[config.mk]
export PLATFORM = sky130hd
export DESIGN_NAME = uart_tx_arbiter
export DESIGN_NICKNAME = d
export VERILOG_FILES = /design/src/rtl/uart_tx_arbiter.sv
export SDC_FILE = /design/constraint.sdc
export NUM_CORES = 1
export LEC_CHECK = 0
export CAP_MARGIN = 20
export CELL_PAD_IN_SITES_DETAIL_PLACEMENT = 0
export CELL_PAD_IN_SITES_GLOBAL_PLACEMENT = 2
export CORE_MARGIN = 5
export CORE_UTILIZATION = 27
export DETAILED_ROUTE_END_ITERATION = 10
export PLACE_DENSITY_LB_ADDON = 0.1
export SLEW_MARGIN = 10
export SYNTH_ARGS = -nofsm -noshare
export SYNTH_HDL_FRONTEND = slang
export SYNTH_SLANG_ARGS = --single-unit
export TNS_END_PERCENT = 50
[constraint.sdc]
create_clock -name clk -period 4.7 [get_ports clk]
set_input_delay 0.47 -clock clk [delete_from_list [all_inputs] [get_ports clk]]
set_output_delay 0.47 -clock clk [all_outputs]
set_load 0.1 [all_outputs]
[src/rtl/uart_tx_arbiter.sv]
// Round-robin arbiter sharing one uarttx between NREQ byte producers.
// One byte per grant; the frame is tracked through tx_idle before the next grant.
module uart_tx_arbiter #(
  parameter int NREQ         = 4,
  parameter int BUSY_TIMEOUT = 32
) (
  input  logic                clk,
  input  logic                rst_n,
  input  logic [NREQ-1:0]     req_valid,
  input  logic [8*NREQ-1:0]   req_data,
  output logic [NREQ-1:0]     req_ready,
  output logic [7:0]          tx_data,
  output logic                tx_wrsig,
  input  logic                tx_idle,
  output logic [2:0]          grant_id,
  output logic                busy,
  output logic                timeout_err
);
  localparam int CW = $clog2(BUSY_TIMEOUT) + 1;

  typedef enum logic [1:0] {IDLE, ISSUE, WAIT_BUSY, WAIT_DONE} state_t;

  state_t            state;
  logic [CW-1:0]     cnt, cnt_inc;
  logic [2:0]        start, sel;
  logic [2*NREQ-1:0] dbl;
  logic [NREQ-1:0]   rot, sel_oh;
  logic [3:0]        sum;
  logic              found;
  logic [7:0]        sel_byte;

  // Rotate the request vector so bit 0 is the requester after the last grant,
  // take the lowest set bit, then map it back to an absolute index.
  always_comb begin
    start = (grant_id >= 3'(NREQ-1)) ? 3'd0 : grant_id + 3'd1;
    dbl   = {req_valid, req_valid} >> start;
    rot   = dbl[NREQ-1:0];
    found = 1'b0;
    sum   = '0;
    for (int k = 0; k < NREQ; k++) begin
      if (!found && rot[k]) begin
        found = 1'b1;
        sum   = {1'b0, start} + 4'(k);
      end
    end
    sel      = (sum >= 4'(NREQ)) ? 3'(sum - 4'(NREQ)) : sum[2:0];
    sel_oh   = '0;
    sel_byte = '0;
    for (int k = 0; k < NREQ; k++) begin
      if (3'(k) == sel) begin
        sel_oh[k] = 1'b1;
        sel_byte  = req_data[8*k +: 8];
      end
    end
  end

  // Saturating increment: the counter never wraps back into range.
  assign cnt_inc = (cnt == '1) ? cnt : cnt + CW'(1);

  always_ff @(posedge clk or negedge rst_n) begin
    if (!rst_n) begin
      state       <= IDLE;
      cnt         <= '0;
      req_ready   <= '0;
      tx_data     <= 8'h00;
      tx_wrsig    <= 1'b0;
      grant_id    <= 3'(NREQ-1);
      busy        <= 1'b0;
      timeout_err <= 1'b0;
    end else begin
      tx_wrsig    <= 1'b0;
      req_ready   <= '0;
      timeout_err <= 1'b0;
      case (state)
        // tx_idle guard also covers a frame left running across reset
        IDLE: if (tx_idle && (|req_valid)) begin
          tx_data   <= sel_byte;
          grant_id  <= sel;
          tx_wrsig  <= 1'b1;
          req_ready <= sel_oh;
          busy      <= 1'b1;
          state     <= ISSUE;
        end
        ISSUE: begin
          cnt   <= '0;
          state <= WAIT_BUSY;
        end
        WAIT_BUSY: begin
          if (!tx_idle) begin
            state <= WAIT_DONE;
          end else begin
            cnt <= cnt_inc;
            if (cnt_inc == CW'(BUSY_TIMEOUT-1)) begin
              timeout_err <= 1'b1;
              busy        <= 1'b0;
              state       <= IDLE;
            end
          end
        end
        WAIT_DONE: if (tx_idle) begin
          busy  <= 1'b0;
          state <= IDLE;
        end
        default: state <= IDLE;
      endcase
    end
  end
endmodule

==> metrics.txt, run 1 <==
number of DRC markers in iteration 0=65; Psw=0.00103 W; Core Region=6310 sq um; Post-synth ARST share=100%; Remaining DRCs=0; number of clock sinks=26; Root Driver=clkbuf_8; final core occ=38.7%; layout cells sized above 1=9.17%; critical path arrival=a little under 4 ns; Min Hold Slack=0.526 ns; power share of the sequential group=approximately a fifth; drt via density=5.24; CP delay by family, top=simple AND/OR/NAND/NOR gates; antenna-violating nets left=0; syn nets=229; full die area=about 8200 sq um; Slew Limit Headroom=31.7%; total routed wirelength=5300 um; vias in the first global route=roughly 1,800; DP HPWL=4070 um; Diodes inserted=0; Critical Path Slowest Stage Cell=dfrtp_1; synthesized flop and latch total=26; status=complete, no violations; max frequency=between 0.2 and 0.3 GHz; Port-buffer cells=56; Total Power=0.00186 W; first drt pass iteration count=4; VDD IR-drop max=0.327 mV; skew final=roughly 0.0037 ns; die width=90.5 um; Hold Buf Count CTS=0; RSZ-0062 raised after global routing=no; Post-Syn Area=1750 sq um; Post-synth top flop=dfrtp_1; RePlAce Congestion=a little under 0.8; top-count cell post-synth=dfrtp_1; leakage=1.04 nW; Clock Latency Late Sink=0.27 ns; Worst Tran Pin Value=1.02 ns; Worst Path Required=4.86 ns; area leader, netlist=dfrtp_1; global-route wire length before repair=8700 um; final setup violation count=0; syn_area_per_cell=9.57 sq um; CTS tree=done; Vias=about 1,700; CTS Buf Count=3; Worst Setup End Kind=register; buffers and inverters on the worst path=2; FP Rows=29; Syn-to-layout area delta=39.5%; Final TNS setup=0 ns; worst setup path category=reg2reg; Yosys warning count=0; postcts setup bufs=0; Seq/Total Area, Yosys=about 37%; Tot GR Track Use=12.9%; Synth area leaders=dfrtp_1 34%, mux2i_1 6.9%, ha_1 5.0%; Yosys cell types=51; initial antenna violation count=0; Final Cycle Share=80.1%; post-cts resize count=0; PwrDens=762 nW/um^2; remaining global-route overflow=0; fin nets=288; H-tree depth=1; Hold Crit Class=reg2reg; Max Slew Vio Count=0; maxcap violations=0; Final Hold Fails=0; EDFF count, synth=0; WL/cell=16.7 um; I/O pins=57; switching share of power=55.4%; largest net degree at the start of global routing=27; combinational power share=72.1%; worst-path maximum fanout=9; post-synth top area share=between 30% and 40%; min cycle time layout=around 3.8 ns; Mapped Cells=183; die height=approximately 91 um; largest stage delay on the critical path=0.56 ns; clock transition at the registers of the reported paths=0.09 ns; crit-path cells=inv_1 > ha_1 > a211oi_2 > nand2_1 > inv_1 > ha_1 > or4_4 > a32oi_4 > or2b_4 > o21ai_1 > a221o_1; top post-synthesis cells by count=24 x dfrtp_1, 17 x nand2_1, 12 x a21oi_1, 12 x mux2i_1, 10 x nor2_1; initial core utilization=between 20% and 30%; CP Launch Type=register; Clock power frac=6.9%; internal power=0.000829 W; CTS Buffer Depth=2
-- per-stage QoR --
stage               cell area, sq um  setup slack (ns)  std cells
floorplan                       1750             0.769        183
global placement                2400             0.987        314
detailed placement              2400             0.940        314
CTS                             2440             0.915        317
global route                    2440             0.702        317
finish                          2440             0.937        317
-- flip-flops by register name, indices dropped and copies added (netlist names) --
name and count:
grant_id 3, state 2, tx_data 8, tx_wrsig 1
cnt 6, req_ready 4, busy 1, timeout_err 1
-- worst reg2reg max path, stage by stage, from the launching register on --
cell and delay, ns:
dfrtp_1 0.56, inv_1 0.12, ha_1 0.33, a211oi_2 0.34
nand2_1 0.26, inv_1 0.26, ha_1 0.30, or4_4 0.56
a32oi_4 0.32, or2b_4 0.25, o21ai_1 0.09, a221o_1 0.26
-- power groups by stage --
stage          clock [W]  combinational (W)  sequential (W)
3_3_place_gp           0            0.00136        0.000392
6_report        0.000129            0.00134        0.000389
5_1_grt         0.000143            0.00145        0.000400
2_1_floorplan          0           0.000676        0.000742
4_1_cts         0.000135            0.00136        0.000388
3_5_place_dp           0            0.00135        0.000390
-- layout make-up --
type,instances,area (sq um)
tap,77,96.3
clock buffer,3,41.3
multi-input combinational,141,1020
timing repair buffer,61,598
sequential,26,653
inverter,9,36.3
fill,687,3870
-- metal layers --
metal | wire length (um) | share of wire [%] | vias to the layer above | track usage, %
li1 | - | - | 803 | -
met1 | 2190 | 41 | 822 | 14.5
met2 | 2830 | 53 | 32 | 24.8
met3 | 235 | 4.4 | 4 | 2.75
met4 | 42 | 0.79 | 0 | 2.61
met5 | 0 | 0 | - | 0
-- worst paths after layout --
path	from	endpoint	slack, ns	cells after the start
worst max register to register	grant_id[2]	tx_data[2]	0.94	11
min in group asynchronous	rst_n	cnt[4]	0.58	2
worst min-delay path	tx_data[1]	tx_data[1]	0.53	1
worst max-delay path	grant_id[2]	tx_data[2]	0.94	11
worst min register to register	tx_data[1]	tx_data[1]	0.53	1
max in group asynchronous	rst_n	grant_id[0]	3.82	2
-- cell families (layout without fill, tap and decap cells) --
family                     count (synthesis)  count (layout)  share of synthesized area (%)
adders and majority gates                  7               7                           5.00
AOI/OAI and AO/OA                         56              56                           24.2
and+or+nand+nor                           61              61                           19.0
xor gates and xnor gates                   2               2                           1.00
DFF                                       26              26                           37.3
buffers and inverters                     16              73                           4.65
muxes                                     15              15                           8.79
-- placed cells by master (no fill, tap or decap), types with 2 or more instances in the layout --
| cell type | instances |
|---|---|
| o21ai_1 | 7 |
| mux2_2 | 3 |
| o22ai_1 | 3 |
| nand3_1 | 7 |
| nand2_1 | 17 |
| nor3_1 | 4 |
| xnor2_1 | 2 |
| a221o_1 | 8 |
| dfstp_2 | 2 |
| and3_1 | 4 |
| clkbuf_8 | 3 |
| buf_4 | 5 |
| clkdlybuf4s50_1 | 56 |
| o21ai_0 | 6 |
| a311oi_1 | 2 |
| a22o_1 | 2 |
| ha_1 | 7 |
| dfrtp_1 | 24 |
| a21oi_1 | 12 |
| nor2_1 | 10 |
| mux2i_1 | 12 |
| nand2b_1 | 3 |
| inv_1 | 8 |
| o31ai_1 | 2 |
| nor2b_1 | 5 |
Power figures use the tool's default switching activity.
==> run 2: changes to the inputs <==
- CORE_UTILIZATION: 27 -> 24
- clock period: 4.7 -> 3.4 ns (I/O delays scaled with it)
==> metrics.txt, run 2 (synthesis gave the netlist of run 1 again) <==
layout cells sized above 1=21.1% (+12 points); Max Slew Vio Count=0 (unchanged); RSZ-0062 raised after global routing=no; Root Driver=clkbuf_8; min cycle time layout=3.28 ns (-0.484 ns); leakage=1.13 nW (+8.5%); total routed wirelength=5360 um (+1.0%); skew final=0.00458 ns (+0.000863 ns); remaining global-route overflow=0 (unchanged); number of clock sinks=26 (unchanged); number of DRC markers in iteration 0=81 (+25%); final core occ=37.5% (-1.1 points); WL/cell=15.1 um (-9.8%); I/O pins=57 (unchanged); PwrDens=1060 nW/um^2 (+39%); clock transition at the registers of the reported paths=0.10 ns (about the same); design area=2690 sq um (+10%); die width=95.4 um (+5.4%); Slew Limit Headroom=31.7% (about the same); Vias=1,663 (+0.12%); Final Hold Fails=0 (unchanged); vias in the first global route=1,735 (-1.2%); Place WS=0.0357 ns (-0.904 ns); H-tree depth=1 (unchanged); final setup violation count=0 (unchanged); maxcap violations=0 (unchanged); initial antenna violation count=0 (unchanged); antenna-violating nets left=0 (unchanged); Clock Latency Late Sink=0.27 ns (about the same); Worst Setup End Kind=register; internal power=0.00135 W (+63%); post-place instance area=2560 sq um (+6.7%); global-route wire length before repair=8560 um (-1.6%); top flop regs=tx_data (8), cnt (6), req_ready (4); Worst Tran Pin Value=1.02 ns (-0.000109 ns); CP Launch Type=register; Tot GR Track Use=12.0% (-0.99 points); Remaining DRCs=0 (unchanged); Largest Register=tx_data; fin nets=303 (+5.2%); critical path arrival=3.44 ns (-0.48 ns); full die area=9100 sq um (+11%); Final Cycle Share=96.4% (+16 points); CTS Buffer Depth=2 (unchanged); Diodes inserted=0 (unchanged); max frequency=0.305 GHz (+15%); Syn-to-layout area delta=53.8%; area of the multi-input gates=1100 sq um (+8.3%); reg2reg path depth=11 (unchanged); combinational power share=74.1% (+2.0 points); DP HPWL=4070 um (+0.17%); drt via density=4.68 (-11%); Hold Crit Class=in2async; worst-path maximum fanout=8 (-1); commonest non-fill, non-tap cell in the layout=clkdlybuf4s50_1; VDD IR-drop max=0.379 mV (+16%); switching share of power=52.4% (-3.0 points); initial core utilization=24.4% (-3.3 points); CTS tree=done; first drt pass iteration count=4 (unchanged); FP Rows=31 (+6.9%); CTS Buf Count=3 (unchanged); largest net degree at the start of global routing=27 (unchanged); die height=95.4 um (+5.4%); register area=664 sq um (+1.7%); Psw=0.00149 W (+45%); filler instances=722 (+5.1%); max FFs per register=8 (unchanged); Clock power frac=7.1% (+0.2 points); Min Hold Slack=0.435 ns (-0.0905 ns); Worst Path Required=3.56 ns (-1.30 ns); RePlAce Congestion=0.725 (-6.6%); most frequent cells in the layout=54 x clkdlybuf4s50_1, 23 x dfrtp_1, 20 x buf_4; worst setup path category=reg2reg; Port-buffer cells=56 (unchanged); post-route setup slack=0.122 ns (-0.816 ns); status=complete, no violations; Core Region=7180 sq um (+14%); power share of the sequential group=18.8% (-2.1 points)
[run 2: cell types whose count changed in the layout (fill, tap and decap cells not counted), sizes merged]
cell | before | now
clkdlybuf4s50 | 56 | 54
or2b | 1 | 2
clkbuf | 3 | 4
buf | 5 | 21
[run 2: final timing paths]
path                        startpoint      endpoint  slack [ns]
max in group asynchronous        rst_n   grant_id[0]        2.67
hold / removal                   rst_n  req_ready[1]        0.43
hold reg to reg                   busy          busy        0.55
setup reg to reg           grant_id[0]    tx_data[3]        0.12
min in group clk                  busy          busy        0.55
setup / recovery           grant_id[0]    tx_data[3]        0.12
[run 2: per-stage QoR]
step | power, W | instances | setup TNS, ns
6_report | 0.00285 | 355 | 0
5_1_grt | 0.00304 | 355 | 0
4_1_cts | 0.00279 | 347 | 0
3_5_place_dp | 0.00258 | 343 | 0
3_3_place_gp | 0.00261 | 343 | 0
2_1_floorplan | 0.00206 | 183 | -0.0217
[run 2: power by group through the flow]
stage          clock [W]  combinational, W  sequential, W
6_report        0.000203           0.00211       0.000534
5_1_grt         0.000222           0.00226       0.000554
4_1_cts         0.000210           0.00204       0.000536
3_5_place_dp           0           0.00204       0.000540
3_3_place_gp           0           0.00208       0.000536
2_1_floorplan          0           0.00101        0.00105
[run 2: layout make-up]
type,count,area share (%)
multi-input cells,142,40.8
repair buffers,75,26.4
flip-flops and latches,26,24.7
well taps,99,4.60
clock buffers,4,2.04
inverters,9,1.44
[run 2: what timing repair did]
action,in CTS,in global routing
hold buffers,0,0
setup endpoints to repair,0,8
endpoints found under the hold margin,0,0
resized for setup,0,5
setup buffers,0,7
[run 2: worst max-delay path, cell delays in order (launching register included)]
cell and delay [ns]:
dfstp_4 0.48, ha_4 0.16, ha_4 0.19, nor3_4 0.22, inv_4 0.08, a221o_1 0.40
and2_4 0.17, or4_4 0.52, a32oi_4 0.36, or2b_4 0.24, o21ai_1 0.07, a221o_1 0.26
[run 2: routing by layer]
layer	global-route usage [%]	wire length, um	vias up	share of wire (%)
li1	-	-	832	-
met1	15.5	2510	791	47
met2	20.2	2510	38	47
met3	3.16	311	2	5.8
met4	2.13	27	0	0.50
met5	0	0	-	0
==> run 3: changes to the inputs <==
- CTS_CLUSTER_SIZE: unset -> 40
==> results of run 3 <==
No change in the layout: final DEF, timing and power equal those of run 2.
